[config.mk]
export PLATFORM = sky130hd
export DESIGN_NAME = killer_sequencer
export DESIGN_NICKNAME = d
export VERILOG_FILES = /design/src/rtl/killer_sequencer_pkg.sv /design/src/rtl/killer_req_fifo.sv /design/src/rtl/killer_sequencer.sv
export SDC_FILE = /design/constraint.sdc
export NUM_CORES = 1
export LEC_CHECK = 0
export ABC_AREA = 1
export BUFFER_PORTS_ARGS = -buffer_cell sky130_fd_sc_hd__buf_4
export CORE_ASPECT_RATIO = 1.2
export CORE_MARGIN = 4
export CORE_UTILIZATION = 40
export DETAILED_ROUTE_END_ITERATION = 16
export GPL_TIMING_DRIVEN = 0
export PLACE_DENSITY = 0.68
export RECOVER_POWER = 25
export SYNTH_ARGS = -nofsm -noshare
export SYNTH_HDL_FRONTEND = slang
export SYNTH_SLANG_ARGS = --single-unit
export TNS_END_PERCENT = 5
[constraint.sdc]
create_clock -name clk -period 5.1 [get_ports clk]
set_input_delay 1.53 -clock clk [delete_from_list [all_inputs] [get_ports clk]]
set_output_delay 1.53 -clock clk [all_outputs]
set_load 0.05 [all_outputs]
[src/rtl/killer_sequencer_pkg.sv]
// Shared widths and helpers for the killer-move sequencer.
package killer_sequencer_pkg;

  localparam int BOARD_WIDTH        = 64;
  localparam int MAX_DEPTH          = 64;
  localparam int DEF_MAX_DEPTH_LOG2 = $clog2(MAX_DEPTH);

  // Width of the shared setup/gap down-counter; it must hold the larger load value.
  function automatic int cnt_width(input int setup_cycles, input int gap_cycles);
    int top;
    top = (setup_cycles > gap_cycles) ? setup_cycles : gap_cycles;
    return (top < 2) ? 1 : $clog2(top + 1);
  endfunction

endpackage

[src/rtl/killer_req_fifo.sv]
// Update request buffer: registered full/empty flags and a registered read port,
// so popped data appears on rd_data the cycle after pop.
module killer_req_fifo #(
  parameter int WIDTH      = 8,
  parameter int DEPTH_LOG2 = 1
) (
  input  logic             clk,
  input  logic             reset,
  input  logic             push,
  input  logic             pop,
  input  logic             flush,
  input  logic [WIDTH-1:0] wr_data,
  output logic [WIDTH-1:0] rd_data,
  output logic             full,
  output logic             empty
);

  localparam int DEPTH = 1 << DEPTH_LOG2;
  localparam logic [DEPTH_LOG2-1:0] PTR_ONE = DEPTH_LOG2'(1);

  logic [WIDTH-1:0]      mem_q [DEPTH];
  logic [DEPTH_LOG2-1:0] wr_ptr_q;
  logic [DEPTH_LOG2-1:0] rd_ptr_q;
  logic [DEPTH_LOG2-1:0] wr_ptr_inc;
  logic [DEPTH_LOG2-1:0] rd_ptr_inc;

  assign wr_ptr_inc = wr_ptr_q + PTR_ONE;
  assign rd_ptr_inc = rd_ptr_q + PTR_ONE;

  // Storage array; a push during a flush is dropped.
  always_ff @(posedge clk) begin
    if (push && !flush) mem_q[wr_ptr_q] <= wr_data;
  end

  // Pointers, occupancy flags and the registered read data.
  always_ff @(posedge clk or negedge reset) begin
    if (!reset) begin
      wr_ptr_q <= '0;
      rd_ptr_q <= '0;
      full     <= 1'b0;
      empty    <= 1'b1;
      rd_data  <= '0;
    end else if (flush) begin
      wr_ptr_q <= '0;
      rd_ptr_q <= '0;
      full     <= 1'b0;
      empty    <= 1'b1;
    end else begin
      if (push) wr_ptr_q <= wr_ptr_inc;
      if (pop) begin
        rd_ptr_q <= rd_ptr_inc;
        rd_data  <= mem_q[rd_ptr_q];
      end
      if (push && !pop) begin
        empty <= 1'b0;
        full  <= (wr_ptr_inc == rd_ptr_q);
      end else if (pop && !push) begin
        full  <= 1'b0;
        empty <= (rd_ptr_inc == wr_ptr_q);
      end
    end
  end

endmodule

[src/rtl/killer_sequencer.sv]
// Arbitrates the evaluator's ply bus between evaluation and killer-table writes,
// turning update/clear requests into spaced single-cycle pulses.
//
// state       | meaning
// S_IDLE      | pick clear, queued update or evaluation (in that priority)
// S_CLR_PULSE | killer_clear high for one cycle
// S_GAP       | mandatory low cycles after any pulse
// S_UPD_SETUP | ply/board driven and settling before the update edge
// S_UPD_PULSE | killer_update high for one cycle
// S_EVAL      | bus granted to evaluation, killer_ply tracks eval_ply
module killer_sequencer
  import killer_sequencer_pkg::*;
#(
  parameter int MAX_DEPTH_LOG2  = DEF_MAX_DEPTH_LOG2,
  parameter int SETUP_CYCLES    = 3,
  parameter int GAP_CYCLES      = 1,
  parameter int FIFO_DEPTH_LOG2 = 1
) (
  input  logic                      clk,
  input  logic                      reset,
  input  logic                      upd_valid,
  output logic                      upd_ready,
  input  logic [MAX_DEPTH_LOG2-1:0] upd_ply,
  input  logic [BOARD_WIDTH-1:0]    upd_board,
  input  logic                      clr_valid,
  output logic                      clr_ready,
  input  logic                      eval_req,
  input  logic [MAX_DEPTH_LOG2-1:0] eval_ply,
  output logic                      eval_grant,
  output logic [MAX_DEPTH_LOG2-1:0] killer_ply,
  output logic [BOARD_WIDTH-1:0]    killer_board,
  output logic                      killer_update,
  output logic                      killer_clear,
  output logic                      busy
);

  localparam int REQ_W = MAX_DEPTH_LOG2 + BOARD_WIDTH;
  localparam int CNT_W = cnt_width(SETUP_CYCLES, GAP_CYCLES);
  localparam logic [CNT_W-1:0] SETUP_LOAD = CNT_W'(SETUP_CYCLES);
  localparam logic [CNT_W-1:0] GAP_LOAD   = CNT_W'(GAP_CYCLES - 1);
  localparam logic [CNT_W-1:0] CNT_ONE    = CNT_W'(1);

  typedef enum logic [2:0] {
    S_IDLE, S_CLR_PULSE, S_GAP, S_UPD_SETUP, S_UPD_PULSE, S_EVAL
  } state_t;

  state_t                    state_q, state_d;
  logic [CNT_W-1:0]          cnt_q, cnt_d;
  logic                      last_eval_q, last_eval_d;
  logic [MAX_DEPTH_LOG2-1:0] ply_q, ply_d;
  logic [BOARD_WIDTH-1:0]    board_q, board_d;
  logic                      update_q, update_d;
  logic                      clear_q, clear_d;
  logic                      grant_q, grant_d;
  logic                      clr_ready_q, clr_ready_d;

  logic             fifo_push, fifo_pop, fifo_flush, fifo_full, fifo_empty;
  logic [REQ_W-1:0] fifo_rd_data;

  assign fifo_push = upd_valid && !fifo_full;

  killer_req_fifo #(
    .WIDTH      (REQ_W),
    .DEPTH_LOG2 (FIFO_DEPTH_LOG2)
  ) u_fifo (
    .clk     (clk),
    .reset   (reset),
    .push    (fifo_push),
    .pop     (fifo_pop),
    .flush   (fifo_flush),
    .wr_data ({upd_ply, upd_board}),
    .rd_data (fifo_rd_data),
    .full    (fifo_full),
    .empty   (fifo_empty)
  );

  // Next-state and registered-output values; the setup cycle count starts
  // once the popped entry is visible on the FIFO read port.
  always_comb begin
    state_d     = state_q;
    cnt_d       = cnt_q;
    last_eval_d = last_eval_q;
    ply_d       = ply_q;
    board_d     = board_q;
    update_d    = 1'b0;
    clear_d     = 1'b0;
    clr_ready_d = 1'b0;
    grant_d     = grant_q;
    fifo_pop    = 1'b0;
    fifo_flush  = 1'b0;
    case (state_q)
      S_IDLE: begin
        if (clr_valid) begin
          state_d     = S_CLR_PULSE;
          clear_d     = 1'b1;
          clr_ready_d = 1'b1;
          fifo_flush  = 1'b1;
        end else if (!fifo_empty && (!eval_req || last_eval_q)) begin
          state_d     = S_UPD_SETUP;
          fifo_pop    = 1'b1;
          last_eval_d = 1'b0;
          cnt_d       = SETUP_LOAD;
        end else if (eval_req) begin
          state_d = S_EVAL;
          grant_d = 1'b1;
          ply_d   = eval_ply;
        end
      end
      S_CLR_PULSE: begin
        state_d = S_GAP;
        cnt_d   = GAP_LOAD;
      end
      S_UPD_SETUP: begin
        if (cnt_q == SETUP_LOAD) {ply_d, board_d} = fifo_rd_data;
        if (cnt_q == '0) begin
          state_d  = S_UPD_PULSE;
          update_d = 1'b1;
        end else begin
          cnt_d = cnt_q - CNT_ONE;
        end
      end
      S_UPD_PULSE: begin
        state_d = S_GAP;
        cnt_d   = GAP_LOAD;
      end
      S_GAP: begin
        if (cnt_q == '0) state_d = S_IDLE;
        else             cnt_d   = cnt_q - CNT_ONE;
      end
      S_EVAL: begin
        if (eval_req) begin
          ply_d = eval_ply;
        end else begin
          state_d     = S_IDLE;
          grant_d     = 1'b0;
          last_eval_d = 1'b1;
        end
      end
      default: state_d = S_IDLE;
    endcase
  end

  // State and output registers; reset drops any pulse immediately.
  always_ff @(posedge clk or negedge reset) begin
    if (!reset) begin
      state_q     <= S_IDLE;
      cnt_q       <= '0;
      last_eval_q <= 1'b0;
      ply_q       <= '0;
      board_q     <= '0;
      update_q    <= 1'b0;
      clear_q     <= 1'b0;
      grant_q     <= 1'b0;
      clr_ready_q <= 1'b0;
    end else begin
      state_q     <= state_d;
      cnt_q       <= cnt_d;
      last_eval_q <= last_eval_d;
      ply_q       <= ply_d;
      board_q     <= board_d;
      update_q    <= update_d;
      clear_q     <= clear_d;
      grant_q     <= grant_d;
      clr_ready_q <= clr_ready_d;
    end
  end

  assign upd_ready     = !fifo_full;
  assign clr_ready     = clr_ready_q;
  assign eval_grant    = grant_q;
  assign killer_ply    = ply_q;
  assign killer_board  = board_q;
  assign killer_update = update_q;
  assign killer_clear  = clear_q;
  assign busy          = (state_q != S_IDLE) || !fifo_empty;

endmodule

==> out/summary.log <==
qor: hold_path.hold_path_stages 2
qor: setup_path.critical_path.endpoint_type output pin
qor: synthesis.mappedNetlistArea 10900 um^2
qor: routing.routed_wire_length_per_instance 17.9 um
qor: synthesis.synth.yosys.seq_area_share 74.0%
qor: pwr.power_frac_seq 41.5%
qor: setup_path.beginning_of_the_worst_register_to_register_path state_q[1]$_DFFE_PN0P_
qor: pwr.peakVddDrop 0.349 mV
qor: global_routing.grtUsageMet1 23.3%
qor: placed_design.gpl.final_weighted_congestion 0.757
qor: global_routing.grt_pass1_wl 41.4 mm
qor: setup_path.critical_path.startpoint_type flip-flop
qor: setup_path.worstReg2RegEnd u_fifo.mem_q[0][61]$_DFFE_PP_
qor: die.core_area 26500 um^2
qor: pwr.power.combinational.fraction 33.7%
qor: routing.drt_pre_antenna_iters 5
qor: sta.max_slew_violation_total_from_the_final_report 0
qor: synthesis.synth_xor_area_share 0.0807%
qor: die.chip_height 188 um
qor: clock_tree.ctsHtreeMaxLevel 1
qor: clock_tree.clk_latency 0.55 ns
qor: clock_tree.num_clock_sinks 293
qor: synthesis.post_synth_and_or_nand_nor_area_fraction 18.0%
qor: synthesis.synth-compound-area-share 4.79%
qor: cells_and_area.nFillCells 2396
qor: synthesis.synth.area.mux_share 0%
qor: routing.drc_errors 0
qor: pwr.finalPower 9.04 mW
qor: clock_tree.tritoncts_clock_tree built
qor: sta.worst_clock_skew 0.0175 ns
qor: clock_tree.number_of_buffers_on_the_longest_clock_path 3
qor: hold_path.min-delay-start killer_board[15]$_DFFE_PN0P_
qor: setup_path.worst-setup-path-type flip-flop to output pin
qor: routing.drt_wl_total 26.6 mm
qor: sta.timing_hold_violations_final 0
qor: pwr.switching_power 3.48 mW
qor: cells_and_area.layout_commonest_cell sky130_fd_sc_hd__nand2_1
qor: sta.grt_setup_unrepaired no
qor: global_routing.gr-usage-met3 2.55%
qor: global_routing.vias_in_the_first_global_route 7473
qor: synthesis.yosys_warnings 0
qor: global_routing.gr-total-overflow 0
qor: global_routing.antenna_violations_before_repair 1
qor: die.ios 157
qor: setup_path.required 3.57 ns
qor: pwr.power_density 670 nW/um^2
qor: synthesis.nets_in_the_synthesized_netlist 1024
qor: sta.slew_headroom 51.0%
qor: global_routing.groute.usage.overall 17.9%
qor: synthesis.dominant_combinational_cell_family_by_area_after_synthesis simple AND/OR/NAND/NOR gates
qor: cells_and_area.layout.nets 1216
qor: cells_and_area.utilization 50.9%
qor: setup_path.cp_max_fo 4
qor: routing.via_per_inst 4.97
qor: sta.timing.final.setup_violations 0
qor: die.die-area 29900 um^2
qor: synthesis.postSynthAreaPerCell 11.5 um^2
qor: cells_and_area.mostFrequentLayoutCells 330 x sky130_fd_sc_hd__nand2_1, 152 x sky130_fd_sc_hd__dfrtp_1, 140 x sky130_fd_sc_hd__edfxtp_1
qor: hold_path.min_to killer_board[15]$_DFFE_PN0P_
qor: synthesis.post-synth-top-area-fraction 38.7%
qor: cells_and_area.synthToLayoutAreaGrowth 24.2%
qor: setup_path.r2r_setup_slack 2.81 ns
qor: clock_tree.post_cts.repair.setup_buffers 0
qor: setup_path.r2r_cells 8
qor: sta.layout_min_cycle_time 3.27 ns
qor: die.die_width 158 um
qor: pwr.cellInternalPower 5.56 mW
qor: pwr.p_sw_share 38.5%
qor: synthesis.synth_top_area_cell sky130_fd_sc_hd__edfxtp_1
qor: sta.timing.fmax 306 MHz
qor: global_routing.grt_start_max_net_pins 91
qor: clock_tree.worst_setup_hold_path_clk_slew 0.06 ns
qor: job.max-cap-violations 0
qor: placed_design.place_ws 1.68 ns
qor: die.placementRows 65
qor: pwr.total_leakage_power 5.85 nW
qor: synthesis.synth_cells 941
qor: global_routing.global_route.usage.met2 31.3%
qor: sta.final.period_utilization 64.1%
qor: synthesis.netlist-cell-type-count 23
qor: placed_design.port_buffers 156
qor: pwr.pwr-share-clk 24.8%
qor: sta.max_slew.worst_pin.slew 0.735 ns
qor: clock_tree.cts.hold.buffers_added 0
qor: placed_design.dpl.hpwl 18.5 mm
qor: clock_tree.cts_buffers 29
qor: synthesis.synth.ff_latch_count 293
qor: clock_tree.clockRootBuffer sky130_fd_sc_hd__clkbuf_16
qor: global_routing.grt.busiest_layer met2
qor: hold_path.hold_path.class flip-flop to flip-flop
qor: synthesis.synth_fa_ha_area_share 0.230%
qor: setup_path.worstPathArrival 1.74 ns
qor: clock_tree.postCtsResizedCells 0
qor: cells_and_area.layout-drive-gt1-share 18.3%
qor: sta.setup_slack 1.83 ns
qor: routing.detail_route.iter0.violations 355
qor: run_status.status complete, no violations
qor: sta.final.setup.tns 0 ns
qor: synthesis.synth.area.top_cells sky130_fd_sc_hd__edfxtp_1 39%, sky130_fd_sc_hd__dfrtp_1 35%, sky130_fd_sc_hd__nand2_1 11%
qor: die.initial_utilization 40.9%
qor: routing.detail-route-antenna-nets 0
qor: routing.routed-via-count 7413
worst max-delay path by stage:
stage | start | end | slack, ns | cells past startpoint
4_1_cts | state_q[0]$_DFFE_PN0P_ | busy | 1.83 | 5
3_5_place_dp | clr_valid | u_fifo.mem_q[0][22]$_DFFE_PP_ | 1.68 | 8
3_3_place_gp | clr_valid | u_fifo.mem_q[0][22]$_DFFE_PP_ | -2.26 | 6
2_1_floorplan | clr_valid | u_fifo.mem_q[0][0]$_DFFE_PP_ | -0.23 | 5
5_1_grt | state_q[0]$_DFFE_PN0P_ | busy | 1.74 | 5
6_report | state_q[0]$_DFFE_PN0P_ | busy | 1.83 | 5
Yosys cell counts, drive strengths merged:
library cell  number
dfstp              1
nand4              1
nand3             75
a22oi              1
inv               17
nor2              83
dfrtp            152
a31oi             71
o211ai             1
a21oi              2
nand2            332
buf               25
xor2               1
edfxtp           140
o22ai              1
ha                 2
o21ai              9
clkbuf            27
registers in the layout (all words and copies together), names as in the netlist:
register         flops
clr_ready            1
killer_update        1
state_q              3
u_fifo.empty         1
killer_board        64
killer_ply           6
u_fifo.rd_ptr_q      1
u_fifo.mem_q       140
eval_grant           1
u_fifo.wr_ptr_q      1
cnt_q                2
u_fifo.rd_data      70
u_fifo.full          1
last_eval_q          1
routing by layer:
metal	part of all wire (%)	routed length [um]	up-vias
li1	-	-	3575
met5	0	0	-
met2	52	13800	221
met4	2.1	560	0
met1	41	10800	3581
met3	5.4	1440	36
stage by stage:
stage,hold WS [ns],instance area [um^2],cells
6_report,0.468,13500,1492
5_1_grt,0.491,13500,1492
4_1_cts,0.476,13600,1491
3_5_place_dp,0.460,12600,1437
3_3_place_gp,0.458,12400,1432
2_1_floorplan,0.473,10900,941
layout make-up:
cell class / count / area [um^2] / share of cell area [%]
clock inverters: 20 / 258 / 1.91
flip-flops and latches: 293 / 8030 / 59.6
clock buffers: 34 / 754 / 5.59
plain buffers: 52 / 245 / 1.82
multi-input cells: 579 / 2530 / 18.7
inverters: 17 / 63.8 / 0.473
repair buffers: 161 / 1180 / 8.76
diodes: 1 / 2.50 / 0.0186
well taps: 335 / 419 / 3.11
logic make-up after synthesis:
group / after synthesis
adder cells (fa/ha/maj): 2
XOR/XNOR: 1
AO/OA/AOI/OAI: 85
buffers and inverters: 69
flip-flops: 293
AND/OR/NAND/NOR: 491
worst max-delay path, stage by stage (launching register included):
cell and delay, ns:
sky130_fd_sc_hd__dfrtp_1 0.40, sky130_fd_sc_hd__inv_1 0.15, sky130_fd_sc_hd__nand2_1 0.09, sky130_fd_sc_hd__nor2_1 0.26
sky130_fd_sc_hd__nand2_1 0.10, sky130_fd_sc_hd__buf_4 0.20
power by group through the flow:
stage / clock (mW) / combinational (mW) / sequential, mW
global route: 2.39 / 3.34 / 3.84
detailed placement: 0 / 3.10 / 3.80
CTS: 2.28 / 3.11 / 3.76
floorplan: 0 / 1.20 / 4.56
finish: 2.24 / 3.05 / 3.75
global placement: 0 / 2.98 / 3.82
No activity file was read; power rests on OpenSTA's default activity.
